--- src/rtl/spi_slave_burst_pkg.sv ---
// Shared definitions for the burst-capable SPI slave: FSM encodings and SPI mode helpers.
package spi_slave_burst_pkg;

  typedef enum logic [1:0] {
    ST_ARM    = 2'd0,
    ST_IDLE   = 2'd1,
    ST_ACTIVE = 2'd2
  } spi_state_e;

  localparam int SYNC_STAGES = 2;

  // CPHA=0 captures on the edge that leaves the idle level, CPHA=1 on the return edge.
  function automatic bit sample_on_lead(input bit cpha);
    return !cpha;
  endfunction

endpackage

--- src/rtl/spi_slave_burst_sync.sv ---
// Two-flop synchroniser for one asynchronous SPI pin; reset value chosen per pin.
module spi_sync_2ff #(
  parameter bit INIT = 1'b0
) (
  input  logic CLK,
  input  logic RST,
  input  logic d,
  output logic q
);

  logic meta;

  always_ff @(posedge CLK) begin
    if (RST) begin
      meta <= INIT;
      q    <= INIT;
    end else begin
      meta <= d;
      q    <= meta;
    end
  end

endmodule

--- src/rtl/spi_slave_burst.sv ---
// SPI slave running entirely on CLK: oversampled SCLK/CS/SDI, all four modes,
// selectable bit order, back-to-back words per frame and a one-deep TX holding register.
//
// state     | meaning
// ----------+-----------------------------------------------------------
// ST_ARM    | after reset; waits for a genuine CS high so a live frame is ignored
// ST_IDLE   | CS high, waiting for the next frame
// ST_ACTIVE | CS low, shifting words
module spi_slave_burst
  import spi_slave_burst_pkg::*;
#(
  parameter int DATA_W    = 16,
  parameter bit CPOL      = 1'b0,
  parameter bit CPHA      = 1'b0,
  parameter bit LSB_FIRST = 1'b1
) (
  input  logic              CLK,
  input  logic              RST,
  input  logic              SCLK,
  input  logic              CS,
  input  logic              SDI,
  output logic              SDO,
  input  logic [DATA_W-1:0] DATA_IN,
  input  logic              DATA_VALID,
  output logic              TX_READY,
  output logic [DATA_W-1:0] DATA_OUT,
  output logic              RX_VALID,
  output logic              DONE,
  output logic              UNDERRUN,
  output logic              PARTIAL
);

  localparam int                CNT_W       = $clog2(DATA_W + 1);
  localparam logic [CNT_W-1:0]  LAST_BIT    = CNT_W'(DATA_W - 1);
  localparam bit                SAMPLE_LEAD = sample_on_lead(CPHA);

  logic sclk_s, sclk_d, cs_s, sdi_s;
  logic [SYNC_STAGES-1:0] primed;

  spi_sync_2ff #(.INIT(CPOL)) u_sync_sclk (.CLK(CLK), .RST(RST), .d(SCLK), .q(sclk_s));
  spi_sync_2ff #(.INIT(1'b1)) u_sync_cs   (.CLK(CLK), .RST(RST), .d(CS),   .q(cs_s));
  spi_sync_2ff #(.INIT(1'b0)) u_sync_sdi  (.CLK(CLK), .RST(RST), .d(SDI),  .q(sdi_s));

  // The synchronisers come out of reset holding CS=1; primed marks when cs_s reflects the pin.
  always_ff @(posedge CLK) begin
    if (RST) begin
      sclk_d <= CPOL;
      primed <= '0;
    end else begin
      sclk_d <= sclk_s;
      primed <= {primed[SYNC_STAGES-2:0], 1'b1};
    end
  end

  logic lead_edge, trail_edge, sample_edge, shift_edge;
  assign lead_edge   = (sclk_s != sclk_d) && (sclk_d == CPOL);
  assign trail_edge  = (sclk_s != sclk_d) && (sclk_d != CPOL);
  assign sample_edge = SAMPLE_LEAD ? lead_edge  : trail_edge;
  assign shift_edge  = SAMPLE_LEAD ? trail_edge : lead_edge;

  spi_state_e state, state_nxt;

  always_ff @(posedge CLK) begin
    if (RST) state <= ST_ARM;
    else     state <= state_nxt;
  end

  always_comb begin
    state_nxt = state;
    case (state)
      ST_ARM:    if (cs_s && primed[SYNC_STAGES-1]) state_nxt = ST_IDLE;
      ST_IDLE:   if (!cs_s) state_nxt = ST_ACTIVE;
      ST_ACTIVE: if (cs_s)  state_nxt = ST_IDLE;
      default:   state_nxt = ST_ARM;
    endcase
  end

  logic [CNT_W-1:0] cnt, cnt_after, cnt_nxt;
  logic do_sample, word_end, do_shift, load_tx, frame_end;
  logic hold_full;

  always_comb begin
    do_sample = 1'b0;
    word_end  = 1'b0;
    do_shift  = 1'b0;
    load_tx   = 1'b0;
    frame_end = 1'b0;
    cnt_after = cnt;
    case (state)
      ST_IDLE: begin
        if (!cs_s) load_tx = 1'b1;
        cnt_after = '0;
      end
      ST_ACTIVE: begin
        if (sample_edge) begin
          do_sample = 1'b1;
          if (cnt == LAST_BIT) begin
            word_end  = 1'b1;
            cnt_after = '0;
            // A word finishing as the frame closes must not consume the holding register.
            load_tx   = !cs_s;
          end else begin
            cnt_after = cnt + CNT_W'(1);
          end
        end
        // cnt==0 marks the first shift edge of a word, whose bit is already on SDO.
        do_shift  = shift_edge && (cnt != '0);
        frame_end = cs_s;
      end
      default: ;
    endcase
    cnt_nxt = frame_end ? '0 : cnt_after;
  end

  logic [DATA_W-1:0] hold_reg, tx_sr, rx_sr, rx_word;
  logic accept;

  assign accept   = DATA_VALID && !hold_full;
  assign TX_READY = !hold_full;
  assign rx_word  = LSB_FIRST ? {sdi_s, rx_sr[DATA_W-1:1]} : {rx_sr[DATA_W-2:0], sdi_s};
  assign SDO      = (state == ST_ACTIVE) && (LSB_FIRST ? tx_sr[0] : tx_sr[DATA_W-1]);

  always_ff @(posedge CLK) begin
    if (RST) begin
      cnt       <= '0;
      hold_reg  <= '0;
      hold_full <= 1'b0;
      tx_sr     <= '0;
      rx_sr     <= '0;
      DATA_OUT  <= '0;
      RX_VALID  <= 1'b0;
      DONE      <= 1'b0;
      UNDERRUN  <= 1'b0;
      PARTIAL   <= 1'b0;
    end else begin
      cnt      <= cnt_nxt;
      RX_VALID <= word_end;
      DONE     <= frame_end;
      PARTIAL  <= frame_end && (cnt_after != '0);
      UNDERRUN <= load_tx && !hold_full;

      // Reload sees the old holding state; a same-cycle write refills it.
      if (accept) begin
        hold_reg  <= DATA_IN;
        hold_full <= 1'b1;
      end else if (load_tx) begin
        hold_full <= 1'b0;
      end

      if (load_tx)       tx_sr <= hold_full ? hold_reg : '0;
      else if (do_shift) tx_sr <= LSB_FIRST ? (tx_sr >> 1) : (tx_sr << 1);

      if (do_sample) rx_sr    <= rx_word;
      if (word_end)  DATA_OUT <= rx_word;
    end
  end

endmodule
--- config.mk ---
export PLATFORM = sky130hd
export DESIGN_NAME = spi_slave_burst
export DESIGN_NICKNAME = d
export VERILOG_FILES = /design/src/rtl/spi_slave_burst_pkg.sv /design/src/rtl/spi_slave_burst_sync.sv /design/src/rtl/spi_slave_burst.sv
export SDC_FILE = /design/constraint.sdc
export NUM_CORES = 1
export LEC_CHECK = 0
export ABC_AREA = 1
export CAP_MARGIN = 40
export CORE_MARGIN = 3
export CORE_UTILIZATION = 35
export DETAILED_ROUTE_END_ITERATION = 10
export HOLD_SLACK_MARGIN = 0.15
export PLACE_DENSITY = 0.67
export SETUP_SLACK_MARGIN = 0.15
export SYNTH_ARGS = -nofsm -noshare
export SYNTH_HDL_FRONTEND = slang
export SYNTH_SLANG_ARGS = --single-unit
--- constraint.sdc ---
create_clock -name CLK -period 2.3 [get_ports CLK]
set_clock_uncertainty 0.05 [all_clocks]
set_input_delay 0.23 -clock CLK [delete_from_list [all_inputs] [get_ports CLK]]
set_output_delay 0.23 -clock CLK [all_outputs]
set_load 0.03 [all_outputs]
==> metrics.yaml <==
ys.flop_type: "dfxtp_1"
grt_pass1_vias: 2700
n_antenna_cell: 0
worstPathMaxFanout: 32
io_buffers: 43
vdd_drop_max_uv: 369
syn_nets: 462
period_share_pct: 84.1
placed_cell_area_sq_um: 3910
synth_area_leader_cell: "dfxtp_1"
yosysSeqAreaShare_pct: 49.5
drive_above_1_share_pct: 8.67
clk_latency_ps: 360
start_util_pct: 36.4
htree_levels: 3
rrSetupSlack_ps: 370
grt_pass1_wl_mm: 12.5
min_to: "u_sync_sdi.meta$_SDFF_PP0_"
grt_max_degree: 61
routed_wl_mm: 7.04
r2r_cells: 11
drtIter0Drc: 154
wire_per_inst_um: 11.7
finalSetupViolCount: 0
crit_type: "reg2reg"
dp_hpwl_mm: 4.76
ys_ff_latch: 84
clockRootBuffer: "clkbuf_8"
cp_data_arrival_time_ps: 2130
antenna_found_initial: 0
yosys_warnings: 0
track_usage_pct: 13.7
ant_nets: 0
final_hold_viol_count: 0
numCtsBuffers: 9
synthToLayoutAreaGrowth_pct: 22.2
reg2reg_to: "tx_sr[1]$_SDFFE_PP0P_"
final_max_slew_viol_count: 0
holdPathStages: 3
rsz0062_at_grt: "no"
ys_async_sr_fraction_pct: 0
final_area_sq_um: 4150
cts.sinks: 84
min_from: "SDI"
die_x_um: 105
end_kind: "register"
place.gp.congestion: 0.853
grt_remaining_overflow: 0
rows: 35
routed_via_density: 4.72
synth_cells: 433
fin_crit_ps: 1930
cts.clk_slew.worst_paths_ps: 90
syn-cell-area_sq_um: 3400
cellPowerDensity_nw_per_um2: 779
rr_startpoint: "state[0]$_SDFFE_PP0P_"
synthTopCellsByArea: "dfxtp_1 50%, nand3_1 9.0%, o21ai_0 6.2%"
maxSlewHeadroom_pct: 65.5
synth_edf_count: 0
yosysTopAreaCellShare_pct: 49.5
min-delay-path-class: "in2reg"
num_vias: 2844
synth_cell_type_count: 32
worst_pin_slew_ps: 518
start_kind: "register"
ctsHoldBuffers: 0
cts_buffer_depth: 2
fin_setup_tns_ps: 0
cts_tree: "built"
status: "finished clean"
power.leakage_uw: 0.00170
synth_area_per_cell_sq_um: 7.85
required_ps: 2490
post_cts.repair.setup_buffers: 0
max-cap-violations: 0
die-area_sq_um: 10900
die_h_um: 105
remaining_drc_errors: 0
nNetsFinal: 497
max_freq_ghz: 0.517
drtPass1Iterations: 4
fp.coreArea_sq_um: 9330
ios: 44
[layout make-up]
type / count / area (sq um)
clock buffers: 9 / 124
clock inverters: 7 / 104
fillers: 939 / 5180
inverters: 56 / 213
multi-input cells: 269 / 1400
flip-flops and latches: 84 / 1680
well taps: 129 / 161
repair buffers: 48 / 467
[layer usage]
metal,part of all wire (%),vias up,track usage [%]
met5,0,-,0
met4,1.7,0,5.89
met3,5.0,9,2.67
met2,45,73,20.6
met1,48,1277,19.1
li1,-,1485,-
[kinds of logic after synthesis]
group	count (synthesis)	synth area share (%)
buffers and inverters	80	9.61
adders and majority gates	7	2.58
AOI/OAI and AO/OA	77	11.8
DFF	84	49.5
and+or+nand+nor	185	26.5
[where the power goes]
part | internal (uW) | switching [uW]
registers | 1520 | 42.8
logic | 164 | 309
clock network | 626 | 568
[layout by cell type, fill, tap and decap left out, types with 5 or more instances in the layout]
| master | netlist | layout |
|---|---|---|
| dfxtp_1 | 84 | 84 |
| nand3_1 | 61 | 61 |
| nor2_1 | 53 | 53 |
| inv_1 | 51 | 51 |
| o21ai_0 | 42 | 42 |
| clkdlybuf4s50_1 | 0 | 42 |
| nand2_1 | 39 | 39 |
| a21oi_1 | 20 | 20 |
| nand4_1 | 15 | 15 |
| o21ai_1 | 10 | 10 |
| clkbuf_8 | 0 | 9 |
| ha_1 | 7 | 6 |
| buf_4 | 3 | 5 |
[stage by stage]
step	utilization, %	total power [uW]	std cells	setup WS, ps	hold WS [ps]
6_report	44.5	3230	602	366	332
5_1_grt	44.5	3400	602	158	337
4_1_cts	44.3	3250	602	213	322
3_5_place_dp	41.9	2060	586	238	344
3_3_place_gp	41.9	2040	586	339	343
2_1_floorplan	-	1940	433	539	284
[Yosys cell counts, types with 2 or more instances]
| cell | instances |
|---|---|
| nand3_1 | 61 |
| buf_4 | 3 |
| buf_1 | 2 |
| nand4_1 | 15 |
| buf_2 | 5 |
| o21ai_0 | 42 |
| clkbuf_1 | 12 |
| inv_1 | 51 |
| nor2_1 | 53 |
| nand2_4 | 2 |
| dfxtp_1 | 84 |
| nor2_4 | 2 |
| nand2_1 | 39 |
| a21oi_2 | 2 |
| nand2_2 | 2 |
| nor3_1 | 3 |
| inv_2 | 4 |
| ha_1 | 7 |
| a21oi_1 | 20 |
| or2_2 | 2 |
| o21ai_1 | 10 |
| nor2_2 | 2 |
[worst max-delay path: stages, from the launching register on]
cell,delay (ps)
dfxtp_1,350
inv_1,110
ha_2,250
inv_2,70
nor2_4,160
nand2_4,180
nand2_8,190
nand2_8,160
nand2_1,120
nand2_1,60
nor2_1,80
nor2_1,40
[how the worst max path moves through the flow]
stage,slack (ps),to,startpoint
2_1_floorplan,540,hold_full$_SDFFE_PP0P_,state[0]$_SDFFE_PP0P_
5_1_grt,160,tx_sr[9]$_SDFFE_PP0P_,state[0]$_SDFFE_PP0P_
6_report,370,tx_sr[1]$_SDFFE_PP0P_,state[0]$_SDFFE_PP0P_
4_1_cts,210,tx_sr[1]$_SDFFE_PP0P_,state[0]$_SDFFE_PP0P_
3_5_place_dp,240,tx_sr[1]$_SDFFE_PP0P_,state[0]$_SDFFE_PP0P_
3_3_place_gp,340,tx_sr[1]$_SDFFE_PP0P_,state[0]$_SDFFE_PP0P_
[what timing repair did]
item / 4_1_cts / 5_1_grt
endpoints found under the hold margin: 0 / 0
pin swaps: 0 / 0
endpoints found under the setup margin: 1 / 16
resized for setup: 1 / 3
gates cloned: 0 / 0
Note: power is estimated with default switching activity, not from simulation.
